--- config.mk ---
export PLATFORM = sky130hd
export DESIGN_NAME = if_stage
export DESIGN_NICKNAME = d
export VERILOG_FILES = /design/src/rtl/if_stage.sv
export SDC_FILE = /design/constraint.sdc
export NUM_CORES = 1
export LEC_CHECK = 0
export ABC_AREA = 1
export BUFFER_PORTS_ARGS = -buffer_cell sky130_fd_sc_hd__buf_2
export CORE_ASPECT_RATIO = 1.75
export CORE_MARGIN = 2
export CORE_UTILIZATION = 64
export CTS_CLUSTER_SIZE = 28
export DETAILED_ROUTE_END_ITERATION = 10
export PLACE_DENSITY = 0.86
export SLEW_MARGIN = 20
export SYNTH_ARGS = -nofsm -noshare
export SYNTH_HDL_FRONTEND = slang
export SYNTH_SLANG_ARGS = --single-unit
export TNS_END_PERCENT = 30
--- constraint.sdc ---
create_clock -name i_clk -period 6.83 [get_ports i_clk]
set_clock_uncertainty 0.15 [all_clocks]
set_input_delay 0.3415 -clock i_clk [delete_from_list [all_inputs] [get_ports i_clk]]
set_output_delay 0.3415 -clock i_clk [all_outputs]
set_load 0.005 [all_outputs]
--- src/rtl/if_stage.sv ---
// ---------------------------------------------------------------------------
// if_stage -- instruction-fetch stage
//
// Generates sequential word-aligned fetch addresses and issues them to
// instruction memory. In-order responses are collected in a small FIFO of
// {pc, instr} pairs and handed to decode. A redirect flushes the FIFO and
// arranges for every response still in flight to be discarded. A misaligned
// redirect target produces a single fault entry, then the stage idles until
// the next redirect.
//
// Parameters
//   RESET_PC  first fetch address after reset
//   DEPTH     FIFO entries and maximum outstanding requests (power of two, >= 2)
//
// Ports
//   i_clk              core clock, all state on rising edge
//   i_rst              synchronous active-high reset
//   o_imem_req_valid   fetch request valid
//   i_imem_req_ready   memory accepts request
//   o_imem_req_addr    word-aligned fetch address
//   i_imem_rsp_valid   response valid (in order, no backpressure)
//   i_imem_rsp_data    instruction word
//   i_redirect_valid   branch/jump/trap redirect, single-cycle pulse
//   i_redirect_pc      new fetch target
//   o_if_valid         entry available to decode
//   i_if_ready         decode accepts entry
//   o_if_pc            PC of head entry
//   o_if_instr         instruction of head entry
//   o_if_fault         head is an instruction-address-misaligned fault
// ---------------------------------------------------------------------------
module if_stage #(
    parameter logic [31:0] RESET_PC = 32'h0000_0000,
    parameter int unsigned DEPTH    = 4
) (
    input  logic        i_clk,
    input  logic        i_rst,
    output logic        o_imem_req_valid,
    input  logic        i_imem_req_ready,
    output logic [31:0] o_imem_req_addr,
    input  logic        i_imem_rsp_valid,
    input  logic [31:0] i_imem_rsp_data,
    input  logic        i_redirect_valid,
    input  logic [31:0] i_redirect_pc,
    output logic        o_if_valid,
    input  logic        i_if_ready,
    output logic [31:0] o_if_pc,
    output logic [31:0] o_if_instr,
    output logic        o_if_fault
);

    localparam int unsigned PW = $clog2(DEPTH);   // FIFO pointer width
    localparam int unsigned CW = PW + 1;          // counters holding 0..DEPTH
    localparam logic [CW:0] LIMIT = (CW + 1)'(DEPTH);

    typedef enum logic [1:0] {
        ST_RUN,
        ST_FAULT,
        ST_HALT
    } state_t;

    state_t        r_state;
    logic [31:0]   r_fetch_pc;
    logic [31:0]   r_rsp_pc;
    logic [31:0]   r_fault_pc;
    logic [CW-1:0] r_inflight;
    logic [CW-1:0] r_drop_cnt;
    logic [CW-1:0] r_count;
    logic [PW-1:0] r_wr_ptr;
    logic [PW-1:0] r_rd_ptr;
    logic [31:0]   r_mem_pc    [DEPTH];
    logic [31:0]   r_mem_instr [DEPTH];

    logic [CW:0]   w_used;
    logic          w_credit;
    logic          w_req_fire;
    logic          w_drop;
    logic          w_push;
    logic          w_pop;
    logic          w_misaligned;

    // Credit counts both requests in flight and buffered entries, so every
    // response is guaranteed a free FIFO slot. A same-cycle pop earns no credit.
    assign w_used       = {1'b0, r_inflight} + {1'b0, r_count};
    assign w_credit     = (w_used < LIMIT);

    assign o_imem_req_valid = (r_state == ST_RUN) && !i_rst && !i_redirect_valid && w_credit;
    assign o_imem_req_addr  = r_fetch_pc;

    assign w_req_fire   = o_imem_req_valid && i_imem_req_ready;
    assign w_drop       = i_imem_rsp_valid && (r_drop_cnt != '0);
    // A redirect wins over a same-cycle response push and a same-cycle pop.
    assign w_push       = i_imem_rsp_valid && (r_drop_cnt == '0) && !i_redirect_valid;
    assign w_pop        = (r_state == ST_RUN) && (r_count != '0) && i_if_ready && !i_redirect_valid;
    assign w_misaligned = (i_redirect_pc[1:0] != 2'b00);

    // NOTE: every output gets a default before the case so no latch is inferred.
    always_comb begin
        o_if_valid = 1'b0;
        o_if_fault = 1'b0;
        o_if_pc    = '0;
        o_if_instr = '0;
        case (r_state)
            ST_RUN: begin
                if (r_count != '0) begin
                    o_if_valid = 1'b1;
                    o_if_pc    = r_mem_pc[r_rd_ptr];
                    o_if_instr = r_mem_instr[r_rd_ptr];
                end
            end
            ST_FAULT: begin
                o_if_valid = 1'b1;
                o_if_fault = 1'b1;
                o_if_pc    = r_fault_pc;
            end
            default: ;
        endcase
    end

    // NOTE: sequential state uses non-blocking assignments so every register
    // samples the pre-edge value of its neighbours.
    always_ff @(posedge i_clk) begin
        if (i_rst) begin
            r_state    <= ST_RUN;
            r_fetch_pc <= RESET_PC;
            r_rsp_pc   <= RESET_PC;
            r_fault_pc <= '0;
            r_inflight <= '0;
            r_drop_cnt <= '0;
            r_count    <= '0;
            r_wr_ptr   <= '0;
            r_rd_ptr   <= '0;
        end else begin
            // Every response retires one in-flight request, kept or dropped.
            r_inflight <= r_inflight + CW'(w_req_fire) - CW'(i_imem_rsp_valid);

            if (w_req_fire) begin
                r_fetch_pc <= r_fetch_pc + 32'd4;
            end

            if (i_redirect_valid) begin
                r_count    <= '0;
                r_wr_ptr   <= '0;
                r_rd_ptr   <= '0;
                // Everything still outstanding after this cycle belongs to the
                // old path; a response arriving this cycle is already discarded.
                r_drop_cnt <= r_inflight - CW'(i_imem_rsp_valid);
                r_fetch_pc <= i_redirect_pc;
                r_rsp_pc   <= i_redirect_pc;
                r_fault_pc <= i_redirect_pc;
                r_state    <= w_misaligned ? ST_FAULT : ST_RUN;
            end else begin
                if (w_drop) begin
                    r_drop_cnt <= r_drop_cnt - CW'(1);
                end
                if (w_push) begin
                    r_wr_ptr <= r_wr_ptr + PW'(1);
                    r_rsp_pc <= r_rsp_pc + 32'd4;
                end
                if (w_pop) begin
                    r_rd_ptr <= r_rd_ptr + PW'(1);
                end
                if (w_push && !w_pop) begin
                    r_count <= r_count + CW'(1);
                end else if (!w_push && w_pop) begin
                    r_count <= r_count - CW'(1);
                end
                if ((r_state == ST_FAULT) && i_if_ready) begin
                    r_state <= ST_HALT;
                end
            end
        end
    end

    // NOTE: FIFO storage has no reset; an entry is only read once r_count says
    // it was written, and the outputs are zeroed whenever nothing is valid.
    always_ff @(posedge i_clk) begin
        if (w_push) begin
            r_mem_pc[r_wr_ptr]    <= r_rsp_pc;
            r_mem_instr[r_wr_ptr] <= i_imem_rsp_data;
        end
    end

endmodule

======== Yosys cells after proc, flatten, opt, wreduce, memory -nomap -nowiden ========
Memories as Yosys holds them, arrays and structs flattened. A register that Yosys moved wholly into a read port is not among the register bits.
Cells that the tools add are included.
W data, S select, Z words.
operators by class
  multiplexer cells ....................... 24
  equal/unequal tests ..................... 1
  reduce and logical (&&, ||, !) cells .... 28
  add/subtract/negate cells ............... 11
  order comparisons ....................... 1
operators with widths
  kind                     number
  $mux W32                 7
  $add A32 B3 Y32 const B  2
  $pmux W32 S2             1
  $logic_and A1 B1 Y1      13
  $mux W2                  6
  $mux W3                  4
  $reduce_bool A2 Y1       6
  $reduce_bool A3 Y1       2
  $sub A3 B1 Y3            2
  $sub A3 B1 Y3 const B    2
  $mux W1                  5
  $add A2 B1 Y2 const B    2
  $add A3 B3 Y4            1
  $logic_not A1 Y1         4
  $lt A4 B3 Y1 const B     1
  $add A3 B1 Y3            1
  $add A3 B1 Y3 const B    1
  $logic_not A3 Y1         1
  $eq A2 B1 Y1 const B     1
  $logic_not A2 Y1         1
  $pmux W1 S2              1
  $reduce_or A2 Y1         1
storage, ports and cells
  register bits after elaboration ......... 111
  input bits .............................. 70
  memories kept ........................... 2
  memory bits (writable) .................. 256
  output and inout bits ................... 99
  word-level logic and storage cells ...... 76
memories
  memory       depth  bits a word  rd ports  clocked after Yosys merged registers in  write ports  line  RTL
  r_mem_instr  4      32           1         1                                        1            71    logic [31:0] r_mem_instr [DEPTH];
  r_mem_pc     4      32           1         1                                        1            70    logic [31:0] r_mem_pc [DEPTH];

======== Depth between registers and ports, before layout ========
Gate-level depths: netlist of the first run.
  depth after elaboration ................. 7
  depth in mapped cells ................... 15
  mapped depth without buffers ............ 14

======== Worst setup path before layout of the first run ========
Ideal clock, no wire load.
  kind .................................... reg-to-reg
  from .................................... register r_drop_cnt[0]
  to ...................................... memory r_mem_instr[0][0] (enable)
  cell stages (with the launch flop) ...... 7
  path buffers ............................ 0
  required time ........................... 6.194 ns
  period minus slack after synthesis ...... 4.240 ns
  library setup time ...................... 0.486 ns
  slack ................................... 2.590 ns
  arrival time ............................ 3.604 ns
  cells stage by stage .................... dfxtp_1 -> inv_1 -> ha_1 -> nand3_2 -> inv_2 -> nand2_2 -> nor2_1
on the way
  longest elaborated chain between the ends .. 5
ends and longest elaborated chain
  item                              line  RTL
  start, declared                   66    logic [CW-1:0] r_drop_cnt;
  start signal, assigned            146   r_drop_cnt <= r_inflight - CW'(i_imem_rsp_valid);
  start signal, assigned            153   r_drop_cnt <= r_drop_cnt - CW'(1);
  $logic_not A3 Y1                  92    assign w_push = i_imem_rsp_valid && (r_drop_cnt == '0) && !i_redirect_valid;
  $logic_and A1 B1 Y1 (2 in a row)  92
  $mux W1                           177   if (w_push) begin
  $mux W1 (not written as such)     179   r_mem_instr[r_wr_ptr] <= i_imem_rsp_data;
  end, declared                     71
No other way between the ends.

==> impl_results.md, run 1 <==
- Status: finished clean
- Clock latency on the worst-skew pair: 0.58 ns
- Register bit total from synthesis: 369
- Initial antenna violation count: 1
- Vias per cell: 6.03
- Power Dens Cells: 259 nW/um^2
- Post-Place Cell Area: 17,300 um^2
- Kind of end point of the critical path: primary output
- Crit path required time: 6.34 ns
- Syn Nets: 1,819
- Wire length per cell: 19.6 um
- Sequential area share after synthesis: 61.2%
- Synth Area per Inst: 9.39 um^2
- P_leak: 7.28 nW
- Drt initial violations: 1,422
- Mapped cell area: 16,300 um^2
- Die area: 26,800 um^2
- Initial core utilization: 64.7%
- Nets: 1,993
- Worst Path Arrival: 3.39 ns
- Worst-path clk slew: 0.06 ns
- CP dominant cell by count: o21ai_0
- PortBufs: 168
- Relative slew slack: 31.5%
- GRT Resource Usage Total: 32.3%
- Slew @ Worst Pin: 1.03 ns
- CP bufs+invs: 3
- CP peak stage delay: 0.72 ns
- Sink Count: 369
- Pwr Total: 0.00486 W
- Setup Buffers After CTS: 0
- Root buf cell: clkbuf_16
- Maximum vdd drop: 0.211 mV
- Final antenna-violating net count: 0
- Dpl hpwl: 27,300 um
- Hold WC Path Type: input pin to register
- Post-CTS resize count: 0
- Setup tns final: 0 ns
- Grt total ovfl: 0
- Die height: 215 um
- Cell count after synthesis: 1,732
- Most used DFF post-synth: edfxtp_1
- Filler cell count: 1,743
- Ports: 169
- Largest net degree at the start of global routing: 73
- Core area: 25,100 um^2
- Netlist cell types: 42
- Row cnt: 77
- Gpl congestion: 1.01
- Min Tclk post-route: 3.88 ns
- Number of synthesized flops with an enable pin: 256
- Die width: 125 um
- Synth warn: 0
- Htree depth: 1
- Delay-heaviest family, CP: buffers and inverters
- CTS Buffer Depth: 3
- Post-route cell area: 18,700 um^2
- Dominant cell type by area after synthesis: edfxtp_1
- CTS Buf Count: 30
- Worst Path Class, Setup: register to primary output
- Area occupied by multi-input gates: 5380 um^2
- Post-CTS Hold Buffers: 42
- Number of setup violations in the final report: 0
- Async SR Flop Fraction: 0%
- Final Hold Slack: 0.0180 ns
- TritonCTS clock tree: yes
- Ranking of synthesized cells by area: edfxtp_1 47%, dfxtp_1 14%, nor2_1 7.2%, o21ai_0 6.6%, nand2_1 6.3%
- Final hold viol count: 0
- Drt drc: 0
- Area grow syn2layout: 15.2%
- Final period utilization: 56.8%
- RSZ-0062 raised after global routing: no
- Share of cells above drive strength 1: 14.4%
- Total iterations of the first detailed-routing run: 5
- First-pass GRT wire length: 68,700 um
- Critical Path Fanout Max: 72
- CP max stage cell: buf_4
- Fmax achieved: 258 MHz
- Startpoint Class: register
- Max cap viols: 0
- Routed vias: 13,500
- Number of global-route vias before repair: 13,300
- Register area: 9950 um^2
- Final wirelength: 44,100 um
- Crit-path cells: inv_2 -> buf_4 -> o21ai_0 -> o22ai_1 -> nand2_1 -> o21ai_0 -> buf_2
- Max Slew Vio Count: 0
- Synth top area share: 47.3%
==> cell usage in the layout (no fill, tap or decap), drive strengths merged <==
cell	count
a211oi	1
a21oi	82
a22o	1
a31oi	7
and2	1
buf	181
bufinv	2
clkbuf	47
clkinv	9
dfxtp	113
diode	1
dlygate4sd3	42
edfxtp	256
fa	2
ha	15
inv	154
nand2	278
nand3	67
nand3b	9
nand4	16
nor2	328
nor3	5
o211ai	1
o21a	1
o21ai	231
o21bai	3
o22ai	61
or2	7
xnor2	7
xor2	3
==> logic make-up (layout without fill, tap and decap cells) <==
group / Yosys count / count (layout) / synth area share [%]
flip-flops: 369 / 369 / 61.2
AND/OR/NAND/NOR: 711 / 711 / 18.2
buffers and inverters: 237 / 435 / 5.98
AO/OA/AOI/OAI: 388 / 388 / 12.7
other: 0 / 1 / 0
XOR/XNOR: 10 / 10 / 0.538
adder cells (fa/ha/maj): 17 / 17 / 1.40
==> routing by layer <==
metal  share of wire (%)  global-route usage, %
met5                   0                      0
met4                 6.3                   20.5
met3                 6.8                   3.39
met2                  51                   57.0
met1                  36                   37.5
==> through the flow <==
stage	setup WS [ns]	utilization, %	std cells
CTS	3.03	74.5	2246
floorplan	2.59	-	1732
detailed placement	3.34	68.6	2148
global route	2.80	74.5	2247
global placement	3.37	68.6	2148
finish	2.95	74.5	2247
==> synth_stat cells (2+ instances only) <==
master / instances
a21oi_1: 77
a21oi_2: 5
a31oi_1: 7
buf_1: 2
buf_2: 17
buf_4: 2
buf_6: 6
clkbuf_1: 54
clkinv_1: 2
dfxtp_1: 113
edfxtp_1: 256
fa_1: 2
ha_1: 15
inv_1: 146
inv_2: 5
inv_4: 2
nand2_1: 275
nand2_2: 2
nand3_1: 66
nand3b_1: 9
nand4_1: 15
nor2_1: 313
nor2_2: 9
nor2_4: 6
nor3_1: 3
nor3_2: 2
o21ai_0: 213
o21ai_1: 18
o21bai_1: 3
o22ai_1: 61
or2_2: 7
xnor2_1: 7
xor2_1: 3
==> worst paths after layout <==
check	slack (ns)	cells after the start	end	start
hold / removal	0.02	3	register	i_if_ready
hold reg to reg	0.31	2	o_imem_req_addr[0]	o_imem_req_addr[0]
setup / recovery	2.95	7	o_if_pc[18]	register
setup reg to reg	3.84	14	r_count[2]	r_drop_cnt[0]
==> final cells by class <==
type,count,area share (%)
sequential,369,53.1
clock inverter,9,0.541
inverter,156,3.18
clock buffer,47,5.12
tap,316,2.11
timing repair buffer,223,7.25
antenna,1,0.0134
multi-input combinational,1126,28.7
==> tightest hold or removal path, stage by stage <==
cell and delay (ns):
buf_2 0.12, nand3_1 0.14, a21oi_1 0.08
==> power breakdown <==
group,switching [W],total [W],internal [W]
Clock,0.000779,0.00182,0.00104
Sequential,0.0000811,0.00256,0.00248
Combinational,0.000301,0.000471,0.000170
==> registers in the layout, summed over array words and instances (netlist names), named ones only <==
signal and cells:
o_imem_req_addr 32, r_count 3, r_drop_cnt 3, r_fault_pc 32
r_inflight 3, r_mem_instr 128, r_mem_pc 128, r_rd_ptr 2
r_rsp_pc 32, r_state 2, r_wr_ptr 2
Power figures use the tool's default switching activity.
==> run 2, diff against run 1 <==
--- a/config.mk
+++ b/config.mk
@@ -9,10 +9,10 @@
 export BUFFER_PORTS_ARGS = -buffer_cell sky130_fd_sc_hd__buf_2
 export CORE_ASPECT_RATIO = 1.75
 export CORE_MARGIN = 2
-export CORE_UTILIZATION = 64
+export CORE_UTILIZATION = 53
 export CTS_CLUSTER_SIZE = 28
 export DETAILED_ROUTE_END_ITERATION = 10
-export PLACE_DENSITY = 0.86
+export PLACE_DENSITY = 0.76
 export SLEW_MARGIN = 20
 export SYNTH_ARGS = -nofsm -noshare
 export SYNTH_HDL_FRONTEND = slang
==> constraint.sdc (replaced) <==
create_clock -name i_clk -period 3.3 [get_ports i_clk]
set_clock_uncertainty 0.15 [all_clocks]
set_input_delay 0.165 -clock i_clk [delete_from_list [all_inputs] [get_ports i_clk]]
set_output_delay 0.165 -clock i_clk [all_outputs]
set_load 0.005 [all_outputs]
==> impl_results.md, run 2 (same netlist as run 1, synthesis figures left out) <==
- Final wirelength: 44,200 um (was 44,100 um)
- Die height: 236 um (was 215 um)
- Worst Path Class, Setup: register to primary output (unchanged)
- Clock power share: 37.4% (was 37.5%)
- Dpl hpwl: 28,200 um (was 27,300 um)
- Startpoint Class: register (unchanged)
- Final Hold Slack: 0.181 ns (was 0.0180 ns)
- Switching share of power: 24.4% (was 23.9%)
- Initial core utilization: 53.9% (was 64.7%)
- First-pass GRT wire length: 67,800 um (was 68,700 um)
- Combinational fraction of design power: 10.1% (was 9.7%)
- PortBufs: 168 (unchanged)
- Max Slew Vio Count: 0 (unchanged)
- Total iterations of the first detailed-routing run: 6 (was 5)
- Most common cell after layout, fill and taps aside: nor2_1 (unchanged)
- Max cap viols: 0 (unchanged)
- Worst Path Arrival: 2.58 ns (was 3.39 ns)
- CTS Buf Count: 31 (was 30)
- Grt total ovfl: 0 (unchanged)
- Register-to-Register Path Depth: 14 (unchanged)
- Clock latency on the worst-skew pair: 0.59 ns (was 0.58 ns)
- Number of setup violations in the final report: 0 (unchanged)
- GRT Resource Usage Total: 27.3% (was 32.3%)
- Crit path required time: 2.98 ns (was 6.34 ns)
- Pwr Total: 0.0101 W (was 0.00486 W)
- Slew @ Worst Pin: 0.853 ns (was 1.03 ns)
- CP Capture Point: o_if_pc[7] (was o_if_pc[18])
- Ports: 169 (unchanged)
- RR Endpoint: r_count[2] (unchanged)
- Sink Count: 369 (unchanged)
- Critical Path Fanout Max: 64 (was 72)
- Min Tclk post-route: 2.89 ns
- Fmax achieved: 346 MHz
- Row cnt: 84 (was 77)
- P_leak: 7.46 nW (was 7.28 nW)
- Initial antenna violation count: 1 (unchanged)
- RSZ-0062 raised after global routing: no (unchanged)
- Power Dens Cells: 523 nW/um^2 (was 259 nW/um^2)
- Status: finished clean (unchanged)
- CTS Buffer Depth: 3 (unchanged)
- Gpl congestion: 0.969 (was 1.01)
- Drt drc: 0 (unchanged)
- Setup WS post-layout: 0.407 ns (was 2.95 ns)
- Net switching power figure: 0.00246 W (was 0.00116 W)
- Sequential power share: 52.5% (was 52.8%)
- Vias per cell: 5.64 (was 6.03)
- Launch point of the worst reg-to-reg path: r_drop_cnt[0] (unchanged)
- Reg-to-reg slack, setup: 0.47 ns (was 3.84 ns)
- Area grow syn2layout: 18.4% (was 15.2%)
- Largest registers: r_mem_instr (128), r_mem_pc (128) (unchanged)
- Final core utilization: 63.9% (was 74.5%)
- TritonCTS clock tree: yes (unchanged)
- Post-route cell area: 19,300 um^2 (was 18,700 um^2)
- Core area: 30,200 um^2 (was 25,100 um^2)
- Filler cell count: 2,367 (was 1,743)
- Htree depth: 1 (unchanged)
- Post-Place Worst Slack: 0.511 ns (was 3.34 ns)
- Routed vias: 13,300 (was 13,500)
- Hold WC Path Type: input pin to register (unchanged)
- Post-CTS resize count: 0 (unchanged)
- Die width: 136 um (was 125 um)
- Commonest cells after routing, fill and taps aside: 309 x nor2_1, 275 x nand2_1, 256 x edfxtp_1 (unchanged)
- Wire length per cell: 18.7 um (was 19.6 um)
- Drt initial violations: 1,009 (was 1,422)
- Relative slew slack: 43.1% (was 31.5%)
- Share of cells above drive strength 1: 14.9% (was 14.4%)
- Root buf cell: clkbuf_16 (unchanged)
- Nets: 2,033 (was 1,993)
- Largest net degree at the start of global routing: 129 (was 73)
- Final hold viol count: 0 (unchanged)
- Maximum vdd drop: 0.543 mV (was 0.211 mV)
- Die area: 32,200 um^2 (was 26,800 um^2)
- Kind of end point of the critical path: primary output (unchanged)
- Worst-path clk slew: 0.07 ns (was 0.06 ns)
- Final period utilization: 87.7%
- Number of global-route vias before repair: 13,100 (was 13,300)
- Final antenna-violating net count: 0 (unchanged)
- Post-Place Cell Area: 17,500 um^2 (was 17,300 um^2)
- Internal: 0.00761 W (was 0.00370 W)
run 2: cell count changes in the layout (fill, tap and decap cells not counted), moves of 2 or more:
cell / delta
clkbuf_1: -2
clkinvlp_4: +3
clkinv_4: +2
buf_4: +5
buf_12: +5
dlygate4sd3_1: +29
clkbuf_8: -2
run 2: area by class of cell:
type,count,area (um^2),share of cell area [%]
well taps,387,484,2.51
multi-input cells,1126,5380,27.9
flip-flops and latches,369,9950,51.7
clock buffers,42,900,4.67
diodes,1,2.50,0.0130
inverters,156,596,3.09
repair buffers,262,1790,9.28
clock inverters,16,164,0.851
run 2: power by group through the flow:
stage / clock [W] / combinational (W) / sequential (W)
after detailed placement: 0 / 0.000940 / 0.00539
after global placement: 0 / 0.000917 / 0.00538
after CTS: 0.00381 / 0.00101 / 0.00529
after floorplan: 0 / 0.000578 / 0.00535
final: 0.00376 / 0.00102 / 0.00529
after global routing: 0.00400 / 0.00113 / 0.00531
run 2: layer usage:
layer | up-vias | share of wire, % | GRT usage (%)
li1 | 6307 | - | -
met1 | 6287 | 35 | 29.1
met2 | 538 | 52 | 49.4
met3 | 164 | 6.0 | 3.40
met4 | 0 | 7.0 | 18.2
met5 | - | 0 | 0
run 2: critical path: stages (launching register included):
cell	delay (ns)
dfxtp_2	0.33
buf_4	0.60
o21ai_0	0.23
o22ai_1	0.23
nand2_1	0.08
o21ai_0	0.21
buf_2	0.20
run 2: timing repair:
action,4_1_cts,5_1_grt
buffers inserted,0,0
hold endpoints to repair,226,0
endpoints found under the setup margin,0,0
hold buffers,71,0
run 2: worst min path at each step:
stage	from	endpoint	slack (ns)	cells past startpoint
3_3_place_gp	i_imem_rsp_data[11]	r_mem_instr[1][11]	0.22	1
4_1_cts	i_imem_rsp_data[23]	r_mem_instr[0][23]	0.17	2
5_1_grt	i_imem_rsp_data[21]	r_mem_instr[2][21]	0.19	2
3_5_place_dp	i_imem_rsp_data[11]	r_mem_instr[1][11]	0.23	1
2_1_floorplan	i_imem_rsp_data[0]	r_mem_instr[0][0]	0.11	0
6_report	i_imem_rsp_data[23]	r_mem_instr[0][23]	0.18	2
run 2: per-stage QoR:
stage / std cells / setup TNS (ns)
after floorplan: 1732 / -240.64
after global placement: 2229 / 0
after detailed placement: 2229 / 0
after CTS: 2358 / 0
after global routing: 2358 / 0
final: 2359 / 0
==> run 3, diff against run 2 <==
--- a/config.mk
+++ b/config.mk
@@ -9,10 +9,10 @@
 export BUFFER_PORTS_ARGS = -buffer_cell sky130_fd_sc_hd__buf_2
 export CORE_ASPECT_RATIO = 1.75
 export CORE_MARGIN = 2
-export CORE_UTILIZATION = 53
+export CORE_UTILIZATION = 59
 export CTS_CLUSTER_SIZE = 28
 export DETAILED_ROUTE_END_ITERATION = 10
-export PLACE_DENSITY = 0.76
+export PLACE_DENSITY = 0.8
 export SLEW_MARGIN = 20
 export SYNTH_ARGS = -nofsm -noshare
 export SYNTH_HDL_FRONTEND = slang
==> constraint.sdc (replaced) <==
create_clock -name i_clk -period 2.67 [get_ports i_clk]
set_clock_uncertainty 0.15 [all_clocks]
set_input_delay 0.1335 -clock i_clk [delete_from_list [all_inputs] [get_ports i_clk]]
set_output_delay 0.1335 -clock i_clk [all_outputs]
set_load 0.005 [all_outputs]
==> impl_results.md, run 3 (same netlist as run 1, synthesis figures left out) <==
- Die height: 224 um (was 236 um)
- Register-to-Register Path Depth: 9 (was 14)
- Clock latency on the worst-skew pair: 0.57 ns (was 0.59 ns)
- Row cnt: 80 (was 84)
- Launch point of the worst reg-to-reg path: o_imem_req_addr[2] (was r_drop_cnt[0])
- Clock power share: 36.4% (was 37.4%)
- Worst Path Arrival: 2.88 ns (was 2.58 ns)
- Placed cell count: 2,219 (was 2,229)
- Final hold viol count: 0 (unchanged)
- Largest registers: r_mem_instr (128), r_mem_pc (128) (unchanged)
- # diodes: 0 (was 1)
- Fin cells: 2,347 (was 2,359)
- Initial antenna violation count: 0 (was 1)
- Share of cells above drive strength 1: 14.9% (about the same)
- Setup Buffers After CTS: 0 (unchanged)
- Routed vias: 13,300 (about the same)
- Dpl hpwl: 27,600 um (was 28,200 um)
- Nets: 2,041 (was 2,033)
- Root buf cell: clkbuf_16 (unchanged)
- Pwr Total: 0.0123 W (was 0.0101 W)
- Combinational fraction of design power: 10.5% (was 10.1%)
- CP Capture Point: o_imem_req_addr[20] (was o_if_pc[7])
- TritonCTS clock tree: yes (unchanged)
- Final period utilization: 96.4%
- Drt initial violations: 1,132 (was 1,009)
- Htree depth: 1 (unchanged)
- Largest net degree at the start of global routing: 65 (was 129)
- RSZ-0062 raised after global routing: no (unchanged)
- Core area: 27,200 um^2 (was 30,200 um^2)
- Gpl congestion: 0.940 (was 0.969)
- Commonest cells after routing, fill and taps aside: 309 x nor2_1, 275 x nand2_1, 256 x edfxtp_1 (unchanged)
- Most common cell after layout, fill and taps aside: nor2_1 (unchanged)
- Initial core utilization: 59.7% (was 53.9%)
- Max cap viols: 0 (unchanged)
- Sequential power share: 53.2% (was 52.5%)
- CTS Buffer Depth: 3 (unchanged)
- Relative slew slack: 50.6% (was 43.1%)
- Die area: 29,000 um^2 (was 32,200 um^2)
- Internal: 0.00936 W (was 0.00761 W)
- Final wirelength: 42,700 um (was 44,200 um)
- Area grow syn2layout: 18.6% (was 18.4%)
- P_leak: 7.50 nW (was 7.46 nW)
- GRT Resource Usage Total: 29.3% (was 27.3%)
- Drt drc: 0 (unchanged)
- Crit. Startpoint: o_imem_req_addr[2]
- Slew @ Worst Pin: 0.734 ns (was 0.853 ns)
- Startpoint Class: register (unchanged)
- RR Endpoint: o_imem_req_addr[20] (was r_count[2])
- Worst-path clk slew: 0.07 ns (about the same)
- Filler cell count: 2,067 (was 2,367)
- Setup tns final: 0 ns (unchanged)
- Net switching power figure: 0.00292 W (was 0.00246 W)
- Power Dens Cells: 637 nW/um^2 (was 523 nW/um^2)
- Maximum vdd drop: 0.495 mV (was 0.543 mV)
- CTS Buf Count: 31 (unchanged)
- Number of setup violations in the final report: 0 (unchanged)
- Ports: 169 (unchanged)
- Crit path required time: 2.97 ns (was 2.98 ns)
- Fmax achieved: 389 MHz
- Switching share of power: 23.8% (was 24.4%)
- PortBufs: 168 (unchanged)
- Reg-to-reg slack, setup: 0.1 ns (was 0.47 ns)
- Final antenna-violating net count: 0 (unchanged)
- Number of global-route vias before repair: 13,200 (was 13,100)
- Final Hold Slack: 0.0451 ns (was 0.181 ns)
- First-pass GRT wire length: 66,300 um (was 67,800 um)
- Grt total ovfl: 0 (unchanged)
- Wire length per cell: 18.2 um (was 18.7 um)
- Max Slew Vio Count: 0 (unchanged)
- Total iterations of the first detailed-routing run: 6 (unchanged)
- Kind of end point of the critical path: register (was primary output)
- Status: finished clean (unchanged)
- Min-delay src: i_redirect_valid (was i_imem_rsp_data[23])
- Sink Count: 369 (unchanged)
- Hold WC Path Type: input pin to register (unchanged)
- Critical Path Fanout Max: 6 (was 64)
- Vias per cell: 5.65 (was 5.64)
- Worst Path Class, Setup: register to register (was register to primary output)
- Min Tclk post-route: 2.57 ns
- Die width: 130 um (was 136 um)
==> run 3: changes by cell type in the layout (fill, tap and decap cells not counted), sizes merged <==
cell,before,now
bufinv,2,3
inv,157,154
clkbuf,42,43
diode,1,0
buf,191,199
==> run 3: worst min path at each step <==
stage | endpoint | slack [ns] | depth (start not counted)
after global placement | r_mem_instr[1][16] | 0.19 | 1
after floorplan | r_mem_instr[0][0] | 0.08 | 0
after detailed placement | r_mem_instr[0][2] | 0.20 | 1
after CTS | r_drop_cnt[0] | 0.03 | 5
after global routing | r_fault_pc[3] | 0.08 | 4
final | r_drop_cnt[0] | 0.05 | 5
==> run 3: per-layer routing <==
layer / vias up / GRT usage [%] / wire length (um) / part of all wire (%)
met1: 6271 / 33.5 / 15500 / 36
met5: - / 0 / 0 / 0
met2: 563 / 52.9 / 22200 / 52
met4: 0 / 16.3 / 2520 / 5.9
met3: 134 / 2.94 / 2520 / 5.9
li1: 6296 / - / - / -
==> run 3: repair_timing <==
item                       CTS  global route
gates resized for setup      0             4
setup endpoints to repair    0            24
hold endpoints to repair   234             0
hold buffers                71             0
==> run 3: per-stage QoR <==
stage | instance area [um^2] | utilization [%] | setup slack, ns
floorplan | 16300 | - | -0.517
global placement | 17600 | 64.5 | 0.100
detailed placement | 17600 | 64.5 | 0.0766
CTS | 19300 | 70.8 | 0.0432
global route | 19300 | 70.9 | 0.0111
finish | 19300 | 70.9 | 0.0965
==> run 3: power by group through the flow <==
stage / combinational (W) / sequential, W / clock (W)
2_1_floorplan: 0.000716 / 0.00660 / 0
3_3_place_gp: 0.00116 / 0.00664 / 0
3_5_place_dp: 0.00118 / 0.00665 / 0
4_1_cts: 0.00127 / 0.00653 / 0.00450
5_1_grt: 0.00142 / 0.00655 / 0.00471
6_report: 0.00128 / 0.00653 / 0.00447
==> run 3: critical path, cell delays in order (launching register included) <==
cell and delay (ns):
dfxtp_1 0.45, ha_1 0.31, nand2_1 0.11, nor2_2 0.18, nand2_1 0.17, nor3_1 0.27, nand3_1 0.10, nand2_1 0.10
o21ai_1 0.06, dlygate4sd3_1 0.56
==> run 3: area by class of cell <==
| class | count | area (um^2) | share of cell area, % |
|---|---|---|---|
| clock inverters | 14 | 146 | 0.759 |
| repair buffers | 270 | 1900 | 9.87 |
| flip-flops and latches | 369 | 9950 | 51.6 |
| clock buffers | 43 | 851 | 4.41 |
| well taps | 369 | 462 | 2.39 |
| multi-input cells | 1126 | 5380 | 27.9 |
| inverters | 156 | 599 | 3.11 |
